File: src/rtl/slot_pkg.sv
// slot_pkg: shared game state enum, reel types and LFSR step for the slot game
package slot_pkg;
  localparam int NUM_REELS = 3;
  localparam int NUM_SYMBOLS = 4;
  typedef enum logic [1:0] {IDLE, SPIN, EVAL, WIN_SHOW} game_state_t;
  typedef logic [$clog2(NUM_SYMBOLS)-1:0] reel_pos_t;
  function automatic logic [7:0] lfsr_step(input logic [7:0] v);
    return {v[6:0], v[7] ^ v[5] ^ v[4] ^ v[3]};
  endfunction
endpackage

File: src/rtl/edge_detect.sv
// edge_detect: registered rising-edge pulse of a level input; ports clk, rst_n (async low), din, rise
module edge_detect (
  input  logic clk,
  input  logic rst_n,
  input  logic din,
  output logic rise
);
  logic prev_q, prev_d, rise_q, rise_d;
  always_comb begin
    prev_d = din;
    rise_d = din & ~prev_q;
  end
  always_ff @(posedge clk or negedge rst_n)
    if (!rst_n) begin
      prev_q <= 1'b0;
      rise_q <= 1'b0;
    end else begin
      prev_q <= prev_d;
      rise_q <= rise_d;
    end
  assign rise = rise_q;
endmodule

File: src/rtl/slot_game_ctrl.sv
// slot_game_ctrl: slot game sequencer; in clk, rst_n (async low), btn_up/down/spin, frame_tick; out money, bet, reel_pos, spinning, stop, win
module slot_game_ctrl
  import slot_pkg::*;
#(
  parameter int MONEY_INIT  = 100,
  parameter int MONEY_MAX   = 999,
  parameter int BET_MAX     = 9,
  parameter int PAYOUT      = 10,
  parameter int SPIN_FRAMES = 60,
  parameter int STAGGER     = 30,
  parameter int WIN_FRAMES  = 120
) (
  input  logic       clk,
  input  logic       rst_n,
  input  logic       btn_up,
  input  logic       btn_down,
  input  logic       btn_spin,
  input  logic       frame_tick,
  output logic [9:0] money,
  output logic [3:0] bet,
  output logic [5:0] reel_pos,
  output logic [2:0] spinning,
  output logic       stop,
  output logic       win
);
  localparam int CW = $clog2(SPIN_FRAMES + 2 * STAGGER + 1);
  game_state_t state_q, state_d;
  logic [9:0] money_q, money_d;
  logic [3:0] bet_q, bet_d;
  logic [5:0] pos_q, pos_d;
  logic [2:0] spin_q, spin_d;
  logic stop_q, stop_d, win_q, win_d;
  logic [CW-1:0] cnt_q, cnt_d, cnt_nx;
  logic [7:0] lfsr_q, lfsr_d;
  logic [10:0] sum;
  logic up_e, dn_e, spin_e;
  edge_detect u_up   (.clk(clk), .rst_n(rst_n), .din(btn_up),   .rise(up_e));
  edge_detect u_down (.clk(clk), .rst_n(rst_n), .din(btn_down), .rise(dn_e));
  edge_detect u_spin (.clk(clk), .rst_n(rst_n), .din(btn_spin), .rise(spin_e));
  assign cnt_nx = cnt_q + 1'b1;
  assign sum = 11'(money_q) + 11'(bet_q) * 11'(PAYOUT);
  always_comb begin
    state_d = state_q;
    money_d = money_q;
    bet_d = bet_q;
    pos_d = pos_q;
    spin_d = spin_q;
    win_d = win_q;
    cnt_d = cnt_q;
    lfsr_d = lfsr_step(lfsr_q);
    case (state_q)
      IDLE:
        if (spin_e) begin
          if ({6'd0, bet_q} <= money_q) begin
            money_d = money_q - 10'(bet_q);
            pos_d = lfsr_q[5:0];
            spin_d = 3'b111;
            cnt_d = '0;
            state_d = SPIN;
          end
        end else
          bet_d = (up_e & ~dn_e & bet_q != 4'(BET_MAX)) ? bet_q + 4'd1 :
                  (dn_e & ~up_e & bet_q != 4'd1) ? bet_q - 4'd1 : bet_q;
      SPIN:
        if (spin_q == 3'b000)
          state_d = EVAL;
        else if (frame_tick) begin
          cnt_d = cnt_nx;
          for (int i = 0; i < NUM_REELS; i++)
            if (spin_q[i]) begin
              if (cnt_nx == CW'(SPIN_FRAMES + i * STAGGER))
                spin_d[i] = 1'b0;
              else
                pos_d[2*i +: 2] = pos_q[2*i +: 2] + reel_pos_t'(1);
            end
        end
      EVAL:
        if (pos_q[1:0] == pos_q[3:2] && pos_q[3:2] == pos_q[5:4]) begin
          money_d = sum > 11'(MONEY_MAX) ? 10'(MONEY_MAX) : sum[9:0];
          win_d = 1'b1;
          cnt_d = '0;
          state_d = WIN_SHOW;
        end else
          state_d = IDLE;
      WIN_SHOW:
        if (frame_tick) begin
          cnt_d = cnt_nx;
          if (cnt_nx == CW'(WIN_FRAMES)) begin
            win_d = 1'b0;
            state_d = IDLE;
          end
        end
      default: state_d = IDLE;
    endcase
    stop_d = ~|spin_d;
  end
  always_ff @(posedge clk or negedge rst_n)
    if (!rst_n) begin
      state_q <= IDLE;
      money_q <= 10'(MONEY_INIT);
      bet_q <= 4'd1;
      pos_q <= '0;
      spin_q <= '0;
      stop_q <= 1'b1;
      win_q <= 1'b0;
      cnt_q <= '0;
      lfsr_q <= 8'hA5;
    end else begin
      state_q <= state_d;
      money_q <= money_d;
      bet_q <= bet_d;
      pos_q <= pos_d;
      spin_q <= spin_d;
      stop_q <= stop_d;
      win_q <= win_d;
      cnt_q <= cnt_d;
      lfsr_q <= lfsr_d;
    end
  assign money = money_q;
  assign bet = bet_q;
  assign reel_pos = pos_q;
  assign spinning = spin_q;
  assign stop = stop_q;
  assign win = win_q;
endmodule

File: config.mk
export PLATFORM = sky130hd
export DESIGN_NAME = slot_game_ctrl
export DESIGN_NICKNAME = d
export VERILOG_FILES = /design/src/rtl/slot_pkg.sv /design/src/rtl/edge_detect.sv /design/src/rtl/slot_game_ctrl.sv
export SDC_FILE = /design/constraint.sdc
export NUM_CORES = 1
export LEC_CHECK = 0
export CAP_MARGIN = 20
export CORE_MARGIN = 2
export CORE_UTILIZATION = 52
export DETAILED_ROUTE_END_ITERATION = 12
export PLACE_DENSITY_LB_ADDON = 0.2
export SETUP_SLACK_MARGIN = 0.2
export SYNTH_ARGS = -nofsm -noshare
export SYNTH_HDL_FRONTEND = slang
export SYNTH_SLANG_ARGS = --single-unit
File: constraint.sdc
create_clock -name clk -period 3.4 [get_ports clk]
set_input_delay 1.02 -clock clk [delete_from_list [all_inputs] [get_ports clk]]
set_output_delay 1.02 -clock clk [all_outputs]
set_load 0.01 [all_outputs]
# ---- Word-level counts from Yosys, hierarchy flattened
# Cells that the tools add are included.
dict set report totals {
  ff_bits 48
  input_bits 6
  out_inout_bits 25
}
dict set report classes {
  n_addsub 8
  n_mul 1
  n_lt_le_gt_ge 2
  eq_ne 24
  muxes 46
  n_bitwise 16
  reduce_logical 17
}
# op count
set op_table {}
lappend op_table {{$mux 10} 4}
lappend op_table {{$mux 7} 5}
lappend op_table {{$pmux 7 s4} 1}
lappend op_table {{$ne 2x2->1 const B} 13}
lappend op_table {{$mux 2} 12}
lappend op_table {{$mux 6} 4}
lappend op_table {{$reduce_and 7->1} 3}
lappend op_table {{$pmux 10 s2} 1}
lappend op_table {{$eq 7x7->1 const B} 2}
lappend op_table {{$mux 3} 4}
lappend op_table {{$pmux 6 s2} 1}
lappend op_table {{$reduce_and 4->1} 3}
lappend op_table {{$add 10x8->11} 1}
lappend op_table {{$gt 11x10->1 const B} 1}
lappend op_table {{$le 4x10->1} 1}
lappend op_table {{$sub 10x4->10} 1}
lappend op_table {{$mux 1} 9}
lappend op_table {{$mux 4} 2}
lappend op_table {{$pmux 2 s4} 1}
lappend op_table {{$reduce_bool 2->1} 4}
lappend op_table {{$add 7x1->7 const B} 1}
lappend op_table {{$and 1x1->1} 7}
lappend op_table {{$eq 7x6->1 const B} 1}
lappend op_table {{$mul 4x3->7 const B} 1}
lappend op_table {{other kinds (20)} 31}

# ---- Depth between registers and ports, before layout
dict set report depth {
  word_depth 9
  depth_mapped 12
  mapped_depth_nobuf 12
}

# ---- Cells and area by module
# From an unflattened synthesis, not the netlist that was laid out.
dict set report unflattened {
  cells_unflattened 331
  area_unflattened_um2 3173.0
}
# mod instances cells_each area_per_inst_um2 seq_area_each_um2
set modules_own_cells {}
lappend modules_own_cells {slot_game_ctrl 1 322 2981.6 1062.3}
lappend modules_own_cells {edge_detect 3 3 63.8 50.0}

# ---- Worst setup path before layout
# OpenSTA, ideal clock, no wires.
dict set report synth_timing {
  path_kind {reg-to-reg}
  start {register bet_q[1], in the netlist bet[1]}
  end {register money_q[4], in the netlist money[4]}
  setup_time_ns 0.120
  t_arrival_ns 3.188
  required_time_ns 3.280
  setup_slack_ns 0.092
  path_stages_with_launch 13
  n_path_buf 0
  synth_period_minus_slack_ns 3.308
  path_cell_list {dfrtp_1 -> ha_1 -> ha_1 -> fa_1 -> xor2_1 -> ha_1 -> o21ai_0 -> inv_1 -> a221oi_1 -> nand4_2 -> o22ai_2 -> o211ai_2 -> a31o_1}
}
dict set report synth_via {
  elab_chain_len 6
  elab_cells_between_ends 12
  cone_classes {add/sub (2); mul (1); order compare (2); eq/ne (1); mux (5); reduce/logical (1)}
}
# item line
set synth_lines {}
lappend synth_lines {{from (decl)} slot_game_ctrl.sv:29} ;# logic [3:0] bet_q, bet_d;
lappend synth_lines {{from (signal assigned)} slot_game_ctrl.sv:111} ;# bet_q <= bet_d;
lappend synth_lines {{$mul 4x3->7} slot_game_ctrl.sv:41} ;# assign sum = 11'(money_q) + 11'(bet_q) * 11'(PAYOUT);
lappend synth_lines {{$add 10x8->11} slot_game_ctrl.sv:41}
lappend synth_lines {{$gt 11x10->1} slot_game_ctrl.sv:79} ;# money_d = sum > 11'(MONEY_MAX) ? 10'(MONEY_MAX) : sum[9:0];
lappend synth_lines {{$mux 10} slot_game_ctrl.sv:79}
lappend synth_lines {{$mux 10} slot_game_ctrl.sv:78} ;# if (pos_q[1:0] == pos_q[3:2] && pos_q[3:2] == pos_q[5:4]) begin
lappend synth_lines {{$pmux 10 s2} slot_game_ctrl.sv:51} ;# case (state_q)
lappend synth_lines {{to (signal assigned)} slot_game_ctrl.sv:100} ;# money_q <= 10'(MONEY_INIT);
lappend synth_lines {{to (signal assigned)} slot_game_ctrl.sv:110} ;# money_q <= money_d;
lappend synth_lines {{to (decl)} slot_game_ctrl.sv:28} ;# logic [9:0] money_q, money_d;
# Several ways; a longest one is shown, not always the timed one. The select of a mux whose other input is x is not followed.
# A chain may end at the register's enable or synchronous reset.

# ---- Worst setup path after layout
# Same ends and word-level chain as after synthesis.

==> impl_metrics.env <==
export IMPL_die_y_microns=82.2
export IMPL_firstDrtPassIters=4
export IMPL_num_vias=2767
export IMPL_ys_seq_area_share_pct=38.1
export IMPL_grt_pass1_wl_mm=12.5
export IMPL_synth_xor_area_share_pct=3.85
export IMPL_cp_arrival_ns=3.34
export IMPL_slowest_stage="dfrtp_2"
export IMPL_power_density_nw_per_um2=669
export IMPL_critical_path_most_common_cell="ha_4"
export IMPL_fin_area_sq_um=3780
export IMPL_io_pins=31
export IMPL_wl_per_cell_microns=16.4
export IMPL_irDropWorstVdd_mv=0.390
export IMPL_seq_power_share_pct=34.9
export IMPL_setup_viol=0
export IMPL_ant_nets=0
export IMPL_hold_buffers=0
export IMPL_cts_tree="yes"
export IMPL_worstPathRequired_ns=3.60
export IMPL_whs_path_depth=0
export IMPL_crit_type="reg2reg"
export IMPL_place_area_sq_um=3610
export IMPL_synth_flop_cell="dfrtp_1"
export IMPL_die_x_microns=82.2
export IMPL_combPwrFrac_pct=52.1
export IMPL_busiest_layer="met2"
export IMPL_clock_latency_ns=0.31
export IMPL_diodes=0
export IMPL_die_area_sq_um=6760
export IMPL_ff2ff_path_depth=12
export IMPL_use_met3_pct=4.57
export IMPL_ys_warn_count=0
export IMPL_power_share_clock_pct=13.1
export IMPL_clk_pin_slew_worst_paths_ns=0.10
export IMPL_vias_per_cell=6.02
export IMPL_fin_worst_skew_ns=0.0187
export IMPL_routed_wl_mm=7.52
export IMPL_coreArea_sq_um=5920
export IMPL_gr_usage_met1_pct=29.2
export IMPL_yosysUniqueCellTypes=60
export IMPL_cpLargestDelayFamily="adder cells"
export IMPL_num_rows=28
export IMPL_worst_path_max_fanout=6
export IMPL_synth_nets=376
export IMPL_outcome="complete, no violations"
export IMPL_dp_hpwl_mm=5.55
export IMPL_cts_buffers=5
export IMPL_synth_seq_cells=48
export IMPL_path_cells="ha_4, ha_4, fa_2, xor2_2, ha_4, buf_4, nand4_1, o211a_2, nand3_1, o21a_1, o211ai_2, a31o_1"
export IMPL_fmax_mhz=319
export IMPL_drc_errors=0
export IMPL_layout_drive_gt1_share_pct=14.0
export IMPL_fin_crit_sh_pct=92.3
export IMPL_cts_sinks=48
export IMPL_dr_first_iter_drc_count=187
export IMPL_track_usage_pct=23.8
export IMPL_switchingPower_w=0.00109
export IMPL_syn_inst=347
export IMPL_synth_top_family_by_area="compound AO/OA/AOI/OAI gates"
export IMPL_areaGrowthSynthToFinish_pct=18.8
export IMPL_antenna_found_initial=0
export IMPL_tightest_slew_ns=0.635
export IMPL_numPortBuffers=30
export IMPL_syn_avg_cell_area_sq_um=9.17
export IMPL_synth_mux_area_share_pct=0.669
export IMPL_p_sw_share_pct=43.1
export IMPL_cap_violations=0
export IMPL_start_util_pct=53.7
export IMPL_h_tree_depth=2
export IMPL_gp_congestion=0.875
export IMPL_finalNetCount=413
export IMPL_grt_pass1_vias=2690
export IMPL_use_met2_pct=42.2
export IMPL_async_reset_ff_share_pct=100
export IMPL_root_buffer="clkbuf_8"
export IMPL_slew_headroom_pct=57.7
export IMPL_fin_tns_setup_ns=0
export IMPL_rsz0062_at_grt="true"
export IMPL_p_int_w=0.00144
export IMPL_synth_compound_area_share_pct=23.4
export IMPL_crit_cells=12
export IMPL_cts_buffer_depth=2
export IMPL_hold_viol_final=0
export IMPL_p_leak_nw=1.60
export IMPL_synth_adder_area_share_pct=9.75
export IMPL_grt_max_degree=23
export IMPL_max_stage_delay_ns=0.44
export IMPL_syn_area_sq_um=3180
export IMPL_synth_simple_area_share_pct=21.3
export IMPL_drv_slew=0
export IMPL_start_kind="register"
export IMPL_cp_end_kind="register"
export IMPL_path_buf_inv=1
export IMPL_hold_path_class="reg2reg"
export IMPL_finalCriticalPeriod_ns=3.14
export IMPL_synth_enable_flop_cells=0
export IMPL_grt_overflow=0
[per-layer routing]
layer  up-vias  wire length, microns  part of all wire (%)
met4         0                   175                   2.3
met5         -                     0                     0
met1      1347                  3220                    43
li1       1341                     -                     -
met3        18                   282                   3.7
met2        61                  3840                    51
[layout make-up]
cell class	instances	area (sq um)
clock buffers	7	76.3
clock inverters	1	5.00
fillers	504	2140
inverters	12	45.0
multi-input cells	276	1970
flip-flops and latches	48	1210
well taps	75	93.8
repair buffers	41	378
[power by group through the flow]
| stage | sequential, W | combinational (W) | clock (W) |
|---|---|---|---|
| floorplan | 0.000855 | 0.000893 | 0 |
| global placement | 0.000882 | 0.00125 | 0 |
| detailed placement | 0.000884 | 0.00128 | 0 |
| CTS | 0.000876 | 0.00130 | 0.000345 |
| global route | 0.000905 | 0.00148 | 0.000362 |
| finish | 0.000882 | 0.00132 | 0.000331 |
[path summary, 6_finish.rpt]
path	from	end	slack [ns]
min reg2reg	lfsr_q[6]	lfsr_q[7]	0.35
min	lfsr_q[6]	lfsr_q[7]	0.35
max in group asynchronous	rst_n	money[5]	2.15
min in group asynchronous	rst_n	reel_pos[4]	0.60
max	bet[1]	money[4]	0.26
max reg2reg	bet[1]	money[4]	0.26
[registers in the layout (all words and copies together) (netlist names), 2 cells and up]
| name | flops |
|---|---|
| bet | 4 |
| cnt_q | 7 |
| lfsr_q | 8 |
| money | 10 |
| reel_pos | 6 |
| spinning | 3 |
| state_q | 2 |
[kinds of logic (layout without fill, tap and decap cells)]
kind of cell             count (synthesis)  count (layout)
XOR/XNOR                                14              14
multiplexers                             2               2
buffers and inverters                   23              61
flip-flops                              48              48
adder cells (fa/ha/maj)                 23              23
AO/OA/AOI/OAI                          105             105
AND/OR/NAND/NOR                        132             132
[repair_timing]
action	4_1_cts	5_1_grt
endpoints found under the setup margin	7	8
hold endpoints to repair	0	0
pin swaps	9	10
gates resized for setup	4	12
buffers inserted	1	0
[placed cells by master, fill, tap and decap left out, types with 4 or more instances in the layout]
master	instances
o21ai_0	16
o21ai_1	10
a21oi_1	22
nand2b_1	6
buf_4	11
clkbuf_8	5
clkdlybuf4s50_1	29
a31oi_1	4
dfrtp_1	38
o22ai_1	4
nor2_1	26
and3_1	5
nor3_1	9
nand4_1	6
nand2_1	37
inv_1	11
nor2b_1	8
a21o_1	5
or3_1	6
ha_4	4
dfstp_2	9
xor2_1	5
ha_1	16
nand3_1	12
o21a_1	6
xnor2_1	8
and2_1	5
[stage by stage]
| step | hold WS, ns | instances | power (W) | setup slack, ns | util, % |
|---|---|---|---|---|---|
| after floorplan | 0.333 | 347 | 0.00175 | 0.206 | - |
| after global placement | 0.338 | 451 | 0.00213 | 0.189 | 60.9 |
| after detailed placement | 0.350 | 451 | 0.00216 | 0.112 | 60.9 |
| after CTS | 0.364 | 460 | 0.00252 | 0.205 | 62.7 |
| after global routing | 0.368 | 460 | 0.00275 | 0.148 | 63.9 |
| final | 0.348 | 460 | 0.00253 | 0.263 | 63.9 |
[cell usage after synthesis, drive strengths merged, types with 6 or more instances]
master  count  area [sq um]
a21oi      22           110
buf         6          28.8
dfrtp      39           976
dfstp       9           236
ha         20           250
inv        12          45.0
nand2      37           139
nand2b      6          37.5
nand3      12          60.1
nand4       7          50.1
nor2       27           101
nor2b       8          50.1
nor3       11          77.6
o21a        6          45.0
o21ai      29           149
or3         6          37.5
xnor2       8          70.1
xor2        6          52.6
(Power assumes the default switching activity.)
